===== src/rtl/up_down_sequencer.sv =====
// ============================================================================
//  Module      : up_down_sequencer
//  Description : Command-driven up/down counter sequencer. A command loads a
//                start value and steps the count once every DIV clocks toward
//                an end value, either stopping there (one-shot) or reversing
//                between start and end indefinitely (bounce).
//  Revision    : 1.0 - initial release
// ============================================================================
`default_nettype none

module up_down_sequencer #(
    parameter int WIDTH = 4,
    parameter int DIV   = 1
) (
    input  logic             CLK,
    input  logic             RESET,
    input  logic             CMD_VALID,
    output logic             CMD_READY,
    input  logic [WIDTH-1:0] CMD_START,
    input  logic [WIDTH-1:0] CMD_END,
    input  logic             CMD_UPDN,
    input  logic             CMD_MODE,
    input  logic             PAUSE,
    input  logic             ABORT,
    output logic [WIDTH-1:0] COUNT,
    output logic             UPDN,
    output logic             BUSY,
    output logic             DONE,
    output logic             TURN
);

    typedef enum logic [1:0] {
        S_IDLE   = 2'd0,
        S_RUN    = 2'd1,
        S_FINISH = 2'd2
    } state_t;

    // Divider terminal value; DIV is limited to 1..255 so 8 bits suffice.
    localparam logic [7:0] DIV_LAST = 8'(DIV - 1);

    state_t           state_q,  state_d;
    logic [WIDTH-1:0] count_q,  count_d;
    logic [WIDTH-1:0] start_q,  start_d;
    logic [WIDTH-1:0] end_q,    end_d;
    logic [WIDTH-1:0] target_q, target_d;
    logic [7:0]       div_q,    div_d;
    logic             updn_q,   updn_d;
    logic             mode_q,   mode_d;
    logic             busy_q,   busy_d;
    logic             done_q,   done_d;
    logic             turn_q,   turn_d;
    logic [WIDTH-1:0] count_step;

    // Next-state logic: command acceptance, divider ticks, stepping and reversal.
    always_comb begin
        state_d    = state_q;
        count_d    = count_q;
        start_d    = start_q;
        end_d      = end_q;
        target_d   = target_q;
        div_d      = div_q;
        updn_d     = updn_q;
        mode_d     = mode_q;
        done_d     = 1'b0;
        turn_d     = 1'b0;
        count_step = updn_q ? (count_q + WIDTH'(1)) : (count_q - WIDTH'(1));

        case (state_q)
            S_IDLE: begin
                if (CMD_VALID) begin
                    count_d  = CMD_START;
                    updn_d   = CMD_UPDN;
                    start_d  = CMD_START;
                    end_d    = CMD_END;
                    mode_d   = CMD_MODE;
                    target_d = CMD_END;
                    div_d    = 8'd0;
                    // A zero-length sequence completes without ever stepping.
                    if (CMD_START == CMD_END) begin
                        state_d = S_FINISH;
                        done_d  = 1'b1;
                    end else begin
                        state_d = S_RUN;
                    end
                end
            end
            S_RUN: begin
                // Abort outranks both pause and a pending tick; count and direction hold.
                if (ABORT) begin
                    state_d = S_IDLE;
                end else if (!PAUSE) begin
                    if (div_q == DIV_LAST) begin
                        div_d   = 8'd0;
                        count_d = count_step;
                        if (count_step == target_q) begin
                            if (!mode_q) begin
                                state_d = S_FINISH;
                                done_d  = 1'b1;
                            end else begin
                                updn_d   = ~updn_q;
                                target_d = (target_q == end_q) ? start_q : end_q;
                                turn_d   = 1'b1;
                            end
                        end
                    end else begin
                        div_d = div_q + 8'd1;
                    end
                end
            end
            S_FINISH: begin
                state_d = S_IDLE;
            end
            default: begin
                state_d = S_IDLE;
            end
        endcase

        busy_d = (state_d != S_IDLE);
    end

    // State and registered outputs; reset forces an idle, empty sequencer.
    always_ff @(posedge CLK or negedge RESET) begin
        if (!RESET) begin
            state_q  <= S_IDLE;
            count_q  <= '0;
            start_q  <= '0;
            end_q    <= '0;
            target_q <= '0;
            div_q    <= 8'd0;
            updn_q   <= 1'b1;
            mode_q   <= 1'b0;
            busy_q   <= 1'b0;
            done_q   <= 1'b0;
            turn_q   <= 1'b0;
        end else begin
            state_q  <= state_d;
            count_q  <= count_d;
            start_q  <= start_d;
            end_q    <= end_d;
            target_q <= target_d;
            div_q    <= div_d;
            updn_q   <= updn_d;
            mode_q   <= mode_d;
            busy_q   <= busy_d;
            done_q   <= done_d;
            turn_q   <= turn_d;
        end
    end

    assign CMD_READY = (state_q == S_IDLE);
    assign COUNT     = count_q;
    assign UPDN      = updn_q;
    assign BUSY      = busy_q;
    assign DONE      = done_q;
    assign TURN      = turn_q;

endmodule

`default_nettype wire


===== config.mk =====
export PLATFORM = sky130hd
export DESIGN_NAME = up_down_sequencer
export DESIGN_NICKNAME = d
export VERILOG_FILES = /design/src/rtl/up_down_sequencer.sv
export SDC_FILE = /design/constraint.sdc
export NUM_CORES = 1
export LEC_CHECK = 0
export CELL_PAD_IN_SITES_DETAIL_PLACEMENT = 0
export CELL_PAD_IN_SITES_GLOBAL_PLACEMENT = 1
export CORE_MARGIN = 4
export CORE_UTILIZATION = 41
export CTS_CLUSTER_DIAMETER = 150
export DETAILED_ROUTE_END_ITERATION = 12
export PLACE_DENSITY = 0.89
export SLEW_MARGIN = 20
export SYNTH_ARGS = -nofsm -noshare
export SYNTH_HDL_FRONTEND = slang
export SYNTH_SLANG_ARGS = --single-unit

===== constraint.sdc =====
create_clock -name CLK -period 2.7 [get_ports CLK]
set_input_delay 0.54 -clock CLK [delete_from_list [all_inputs] [get_ports CLK]]
set_output_delay 0.54 -clock CLK [all_outputs]
set_load 0.02 [all_outputs]

==> run_results.csv, run 1 <==
group,metric,value,unit
run_status,run_status,"finished, final reports clean",
sta,slew_headroom,62.4,%
detailed_routing,wirelength,3.66,mm
yosys,yosysWarnings,0,
yosys,yosysSeqAreaShare,44.8,%
place,post_dp_cell_area,2050,um^2
yosys,syn_area_per_cell,9.42,um^2
yosys,ys_ff_latch,31,
grt,grtUsageMet3,4.96,%
yosys,synthTopCellsByArea,"dfrtp_1 43%, nand2_1 8.9%, xor2_1 4.5%, xnor2_1 4.0%, o21ai_0 3.2%",
clocking,post_cts_resized,0,
sta,rsz0062_at_grt,"no",
clocking,cts_htree_levels,2,
grt,grt_pass1_vias,1289,
critical_path,critPathKind,"flop to flop",
pwr,peakVddDrop,346,uV
cells_and_area,area_growth,23.9,%
yosys,synth_edf_count,0,
place,gp_congestion,0.780,
grt,grtUsageMet2,22.9,%
yosys,synth_cell_types,43,
grt,grt.overflow.total,0,
critical_path,cp-endpoint,"target_q[0]",
critical_path,worstPathCellList,"inv_1 -> ha_1 -> xnor3_1 -> nor3_2 -> nand4_1 -> o21ai_2 -> mux2_1",
sta,hold_violations,0,
cells_and_area,fill_cells,362,
sta,setup_viol,0,
sta,fin_skew,3.11,ps
sta,period_share,95.6,%
floorplanning,start_util,42.7,%
hold_path,worstHoldPathType,"flop to flop",
grt,antenna_found_initial,0,
critical_path,crit_fanout,5,
floorplanning,coreArea,4060,um^2
detailed_routing,vias,1381,
critical_path,cpPeakStageDelay,570,ps
grt,grt_max_degree,32,
pwr,power.total,2.39,mW
critical_path,critPathSlowestCell,"dfstp_2",
clocking,insertion_delay,280,ps
detailed_routing,drc,0,
clocking,path_clk_slew,60,ps
detailed_routing,firstDrtPassIters,4,
critical_path,reg2reg_slack,120,ps
place,dp_hpwl,2.76,mm
detailed_routing,drtIter0Drc,67,
yosys,syn_inst,184,
floorplanning,dieHeight,73.0,um
clocking,clk_path_buf_depth,2,
yosys,syn_area,1730,um^2
yosys,ys.flop_type,"dfrtp_1",
cells_and_area,diodes,0,
floorplanning,die_w,73.0,um
pwr,power_density,1110,nW/um^2
sta,fin_tns_setup,0,ps
yosys,synth_top_area_share,43.3,%
floorplanning,die-area,5330,um^2
clocking,cts_buffers,5,
cells_and_area,drive_gt1_share,10.2,%
clocking,clkSinkCount,31,
critical_path,cp.required,2860,ps
clocking,tritoncts,"done",
sta,max_freq,388,MHz
place,dp_slack,120,ps
critical_path,cp-start-kind,"flop",
grt,grt_util_met1,19.0,%
run,maxCapViolCount,0,
floorplanning,num_io_pins,24,
critical_path,ff2ff_path_depth,7,
critical_path,crit_path_end_kind,"flop",
clocking,post_cts_buffers,0,
sta,slew_violations,0,
clocking,cts_hold_buf,0,
detailed_routing,via_per_inst,5.19,
place,port-buffer-count,23,
cells_and_area,multi_input_area,915,um^2
sta,worst_pin_slew,558,ps
grt,grt_pass1_wl,6.02,mm
critical_path,r2r_end,"target_q[0]",
critical_path,crit_family,"flip-flops",
cells_and_area,stdcell_area,2150,um^2
grt,grt_usage,14.9,%
yosys,synth-async-reset-ratio,100,%
cells_and_area,ff_latch_area,777,um^2
yosys,synth_fp_nets,204,
critical_path,critPathBufInv,1,
pwr,leakage,0.938,nW
cells_and_area,nets,235,
critical_path,cp.depth,7,
detailed_routing,wire_per_inst,13.8,um
sta,min_period,2580,ps
sta,worst_slack,120,ps
critical_path,crit_arrival,2740,ps
critical_path,crit_start,"UPDN",
floorplanning,rows,23,
clocking,cts_root_buf,"clkbuf_8",
critical_path,worstReg2RegStart,"UPDN",
yosys,yosysTopAreaCell,"dfrtp_1",
detailed_routing,ant_nets,0,
grt,top_usage_layer,"met2",
cells_and_area,fin_util,52.9,%
==> final cells by class <==
class | instances | share of cell area, %
multi-input cells | 143 | 42.6
flip-flops and latches | 31 | 36.2
repair buffers | 29 | 12.8
clock buffers | 8 | 4.66
well taps | 50 | 2.91
inverters | 5 | 0.874
==> worst register-to-register path: cells and delay by family (launching register included) <==
kind	cells	cell delay, ps
DFF	1	570
and+or+nand+nor	2	430
adders and majority gates	1	350
buffers and inverters	1	120
muxes	1	360
xor gates and xnor gates	1	360
AOI/OAI and AO/OA	1	280
==> routing by layer <==
layer,vias to the layer above,share of wire (%)
met4,0,1.6
li1,693,-
met3,7,4.1
met1,659,48
met2,22,47
met5,-,0
==> logic make-up after synthesis <==
group / Yosys count / synth area share [%]
simple gates: 79 / 22.4
fa+ha+maj: 5 / 4.04
compound gates: 33 / 11.5
xor+xnor: 18 / 9.88
buf+inv: 10 / 2.45
mux: 8 / 4.91
flops: 31 / 44.8
==> stage by stage <==
stage / hold WS [ps] / std cells
floorplan: 244 / 184
CTS: 484 / 266
finish: 487 / 266
global placement: 463 / 258
global route: 520 / 266
detailed placement: 470 / 258
==> cells in the mapped netlist, drive strengths merged (2+ instances only) <==
cell type and number:
a21o 2, a21oi 7, and3 2, buf 2
clkbuf 3, dfrtp 30, ha 4, inv 5
mux2 4, mux2i 4, nand2 42, nand2b 4
nand3 4, nand4 2, nor2 9, nor2b 3
nor3 3, nor4 5, o21ai 14, o22ai 3
o31ai 2, xnor2 8, xor2 9
==> where the power goes <==
part           total [mW]  internal [mW]  leakage [nW]  switching (mW)
clock network       0.403          0.232        0.0515           0.171
logic                1.22          0.561         0.494           0.660
registers           0.763          0.618         0.393           0.145
total                2.39           1.41         0.938           0.976
==> how the worst min path moves through the flow <==
stage | startpoint | to | slack (ps) | depth (start not counted)
floorplan | RESET | BUSY | 240 | 0
global route | start_q[3] | start_q[3] | 520 | 2
finish | start_q[3] | start_q[3] | 490 | 2
detailed placement | start_q[3] | start_q[3] | 470 | 2
CTS | start_q[3] | start_q[3] | 480 | 2
global placement | start_q[3] | start_q[3] | 460 | 2
==> sequential cells by signal (all words and copies together) (netlist names), 2 cells and up <==
name / flops
start_q: 4
target_q: 4
COUNT: 4
div_q: 8
state_q: 2
end_q: 4
==> cells in the final DEF (no fill, tap or decap), types with 3 or more instances in the layout <==
master / Yosys / routed
nand2_1: 41 / 41
dfrtp_1: 30 / 30
clkdlybuf4s50_1: 0 / 23
o21ai_0: 11 / 11
nor2_1: 9 / 9
xor2_1: 9 / 9
xnor2_1: 8 / 8
a21oi_1: 7 / 7
clkbuf_8: 0 / 7
buf_4: 1 / 6
inv_1: 5 / 5
nor4_1: 4 / 4
mux2i_1: 4 / 4
mux2_1: 4 / 4
nand3_1: 4 / 4
ha_1: 4 / 4
nor2b_1: 3 / 3
o22ai_1: 3 / 3
nand2b_1: 3 / 3
No activity file was read; power rests on OpenSTA's default activity.
==> run 2: changes to the inputs <==
--- a/config.mk
+++ b/config.mk
@@ -11,6 +11,7 @@
 export CORE_UTILIZATION = 41
 export CTS_CLUSTER_DIAMETER = 150
 export DETAILED_ROUTE_END_ITERATION = 12
+export GPL_TIMING_DRIVEN = 0
 export PLACE_DENSITY = 0.89
 export SLEW_MARGIN = 20
 export SYNTH_ARGS = -nofsm -noshare
==> run 2 against run 1 <==
Compared with the run above:
- non-clock buffer count is 1 lower
- design area shrank 0.87%
- clock power shrank 2%
- clock-buffer cell count stayed put
- clock skew rose by 3.3 ps
- flip-flop and latch count unchanged
- sequential power shrank 0.5%
- utilization shrank 0.46 points
- maximum frequency down 0.87%
==> run_results.csv, run 2 (synthesized netlist as in run 1, its figures left out) <==
group,metric,value,unit
grt,antenna_found_initial,0,
cells_and_area,top_register,"div_q",
clocking,cts_root_buf,"clkbuf_8",
pwr,leakage,0.923,nW
grt,grt_pass1_wl,6.33,mm
sta,slew_violations,0,
grt,grt_max_degree,32,
cells_and_area,area_growth,22.8,%
cells_and_area,final_common_cell,"nand2_1",
floorplanning,rows,23,
grt,grt.overflow.total,0,
sta,hold_violations,0,
floorplanning,coreArea,4060,um^2
run,maxCapViolCount,0,
cells_and_area,drive_gt1_share,8.84,%
hold_path,worstHoldPathType,"input port to asynchronous set/reset pin",
pwr,power_density,1120,nW/um^2
place,gp_congestion,0.763,
sta,fin_skew,6.38,ps
pwr,power.internal,1.39,mW
detailed_routing,ant_nets,0,
detailed_routing,drc,0,
critical_path,cp-start-kind,"flop",
grt,grt_pass1_vias,1378,
cells_and_area,fin_util,52.5,%
detailed_routing,wire_per_inst,14.1,um
place,port-buffer-count,23,
pwr,comb_power_share,51.5,%
floorplanning,num_io_pins,24,
clocking,cts_buffers,5,
floorplanning,die_w,73.0,um
cells_and_area,layout_common_cells,"41 x nand2_1, 30 x dfrtp_1, 22 x clkdlybuf4s50_1",
clocking,tritoncts,"done",
sta,slew_headroom,53.5,%
sta,worst_pin_slew,693,ps
place,dp_hpwl,2.81,mm
detailed_routing,vias,1387,
cells_and_area,nets,234,
sta,min_period,2600,ps
sta,period_share,96.4,%
pwr,clockPowerShare,16.6,%
clocking,cts_htree_levels,2,
floorplanning,dieHeight,73.0,um
pwr,pwr-share-seq,31.9,%
critical_path,crit_arrival,2760,ps
detailed_routing,via_per_inst,5.23,
detailed_routing,firstDrtPassIters,4,
pwr,power.total,2.38,mW
run_status,run_status,"finished, final reports clean",
clocking,clk_path_buf_depth,2,
clocking,post_cts_buffers,0,
cells_and_area,diodes,0,
floorplanning,start_util,42.7,%
critical_path,crit_fanout,5,
sta,max_freq,384,MHz
sta,setup_viol,0,
cells_and_area,fill_cells,382,
floorplanning,die-area,5330,um^2
detailed_routing,wirelength,3.74,mm
detailed_routing,drtIter0Drc,78,
critical_path,critPathKind,"flop to flop",
grt,grt_usage,15.6,%
clocking,cts_hold_buf,0,
critical_path,cp.required,2860,ps
clocking,path_clk_slew,70,ps
pwr,p_sw,0.987,mW
clocking,insertion_delay,280,ps
critical_path,crit_path_end_kind,"flop",
clocking,clkSinkCount,31,
sta,fin_tns_setup,0,ps
pwr,switching_share,41.5,%
cells_and_area,largest_reg_flops,8,
pwr,peakVddDrop,304,uV
-- run 2: cell type report --
class,instances,area (um^2),share of cell area [%]
buffer,5,23.8,1.12
clock buffer,8,100,4.70
inverter,5,18.8,0.881
multi-input combinational,143,922,43.3
sequential,31,777,36.5
tap,50,62.6,2.94
timing repair buffer,23,225,10.6
-- run 2: critical path, cell delays in order (launching register included) --
cell and delay (ps):
dfstp_2 570, inv_1 110, ha_1 350, xnor3_1 360
nor3_2 280, nand4_1 180, o21ai_4 270, mux2_1 350
-- run 2: repair_timing --
action / CTS / global route
endpoints found under the hold margin: 0 / 0
resized for setup: 0 / 1
setup endpoints to repair: 0 / 4
-- run 2: stage by stage --
step / hold slack [ps] / instance area (um^2) / instances / worst slack (ps)
final: 306 / 2130 / 265 / 97.3
after global routing: 376 / 2130 / 265 / -3.21
after CTS: 334 / 2120 / 265 / 58.6
after detailed placement: 468 / 2020 / 257 / 74.7
after global placement: 462 / 2030 / 257 / 96.1
after floorplan: 244 / 1730 / 184 / 211
-- run 2: path summary, 6_finish.rpt --
kind / slack (ps) / end / cells after the start / start
setup / recovery: 100 / target_q[1] / 7 / UPDN
hold / removal: 310 / COUNT[3] / 1 / RESET
setup reg to reg: 100 / target_q[1] / 7 / UPDN
hold reg to reg: 480 / start_q[1] / 2 / start_q[1]
max in group asynchronous: 1940 / target_q[2] / 1 / RESET
min in group CLK: 480 / start_q[1] / 2 / start_q[1]
-- run 2: power groups by stage --
stage / combinational [mW] / clock [mW] / sequential [mW]
detailed placement: 1.21 / 0 / 0.769
global placement: 1.19 / 0 / 0.761
floorplan: 0.856 / 0 / 0.790
CTS: 1.21 / 0.409 / 0.760
finish: 1.22 / 0.396 / 0.759
global route: 1.35 / 0.431 / 0.779
-- run 2: layer usage --
metal / global-route usage [%] / vias to the layer above / wire length [um]
met4: 6.76 / 0 / 53
met2: 25.6 / 22 / 1810
met1: 19.6 / 666 / 1730
met3: 3.44 / 5 / 142
li1: - / 694 / -
met5: 0 / - / 0
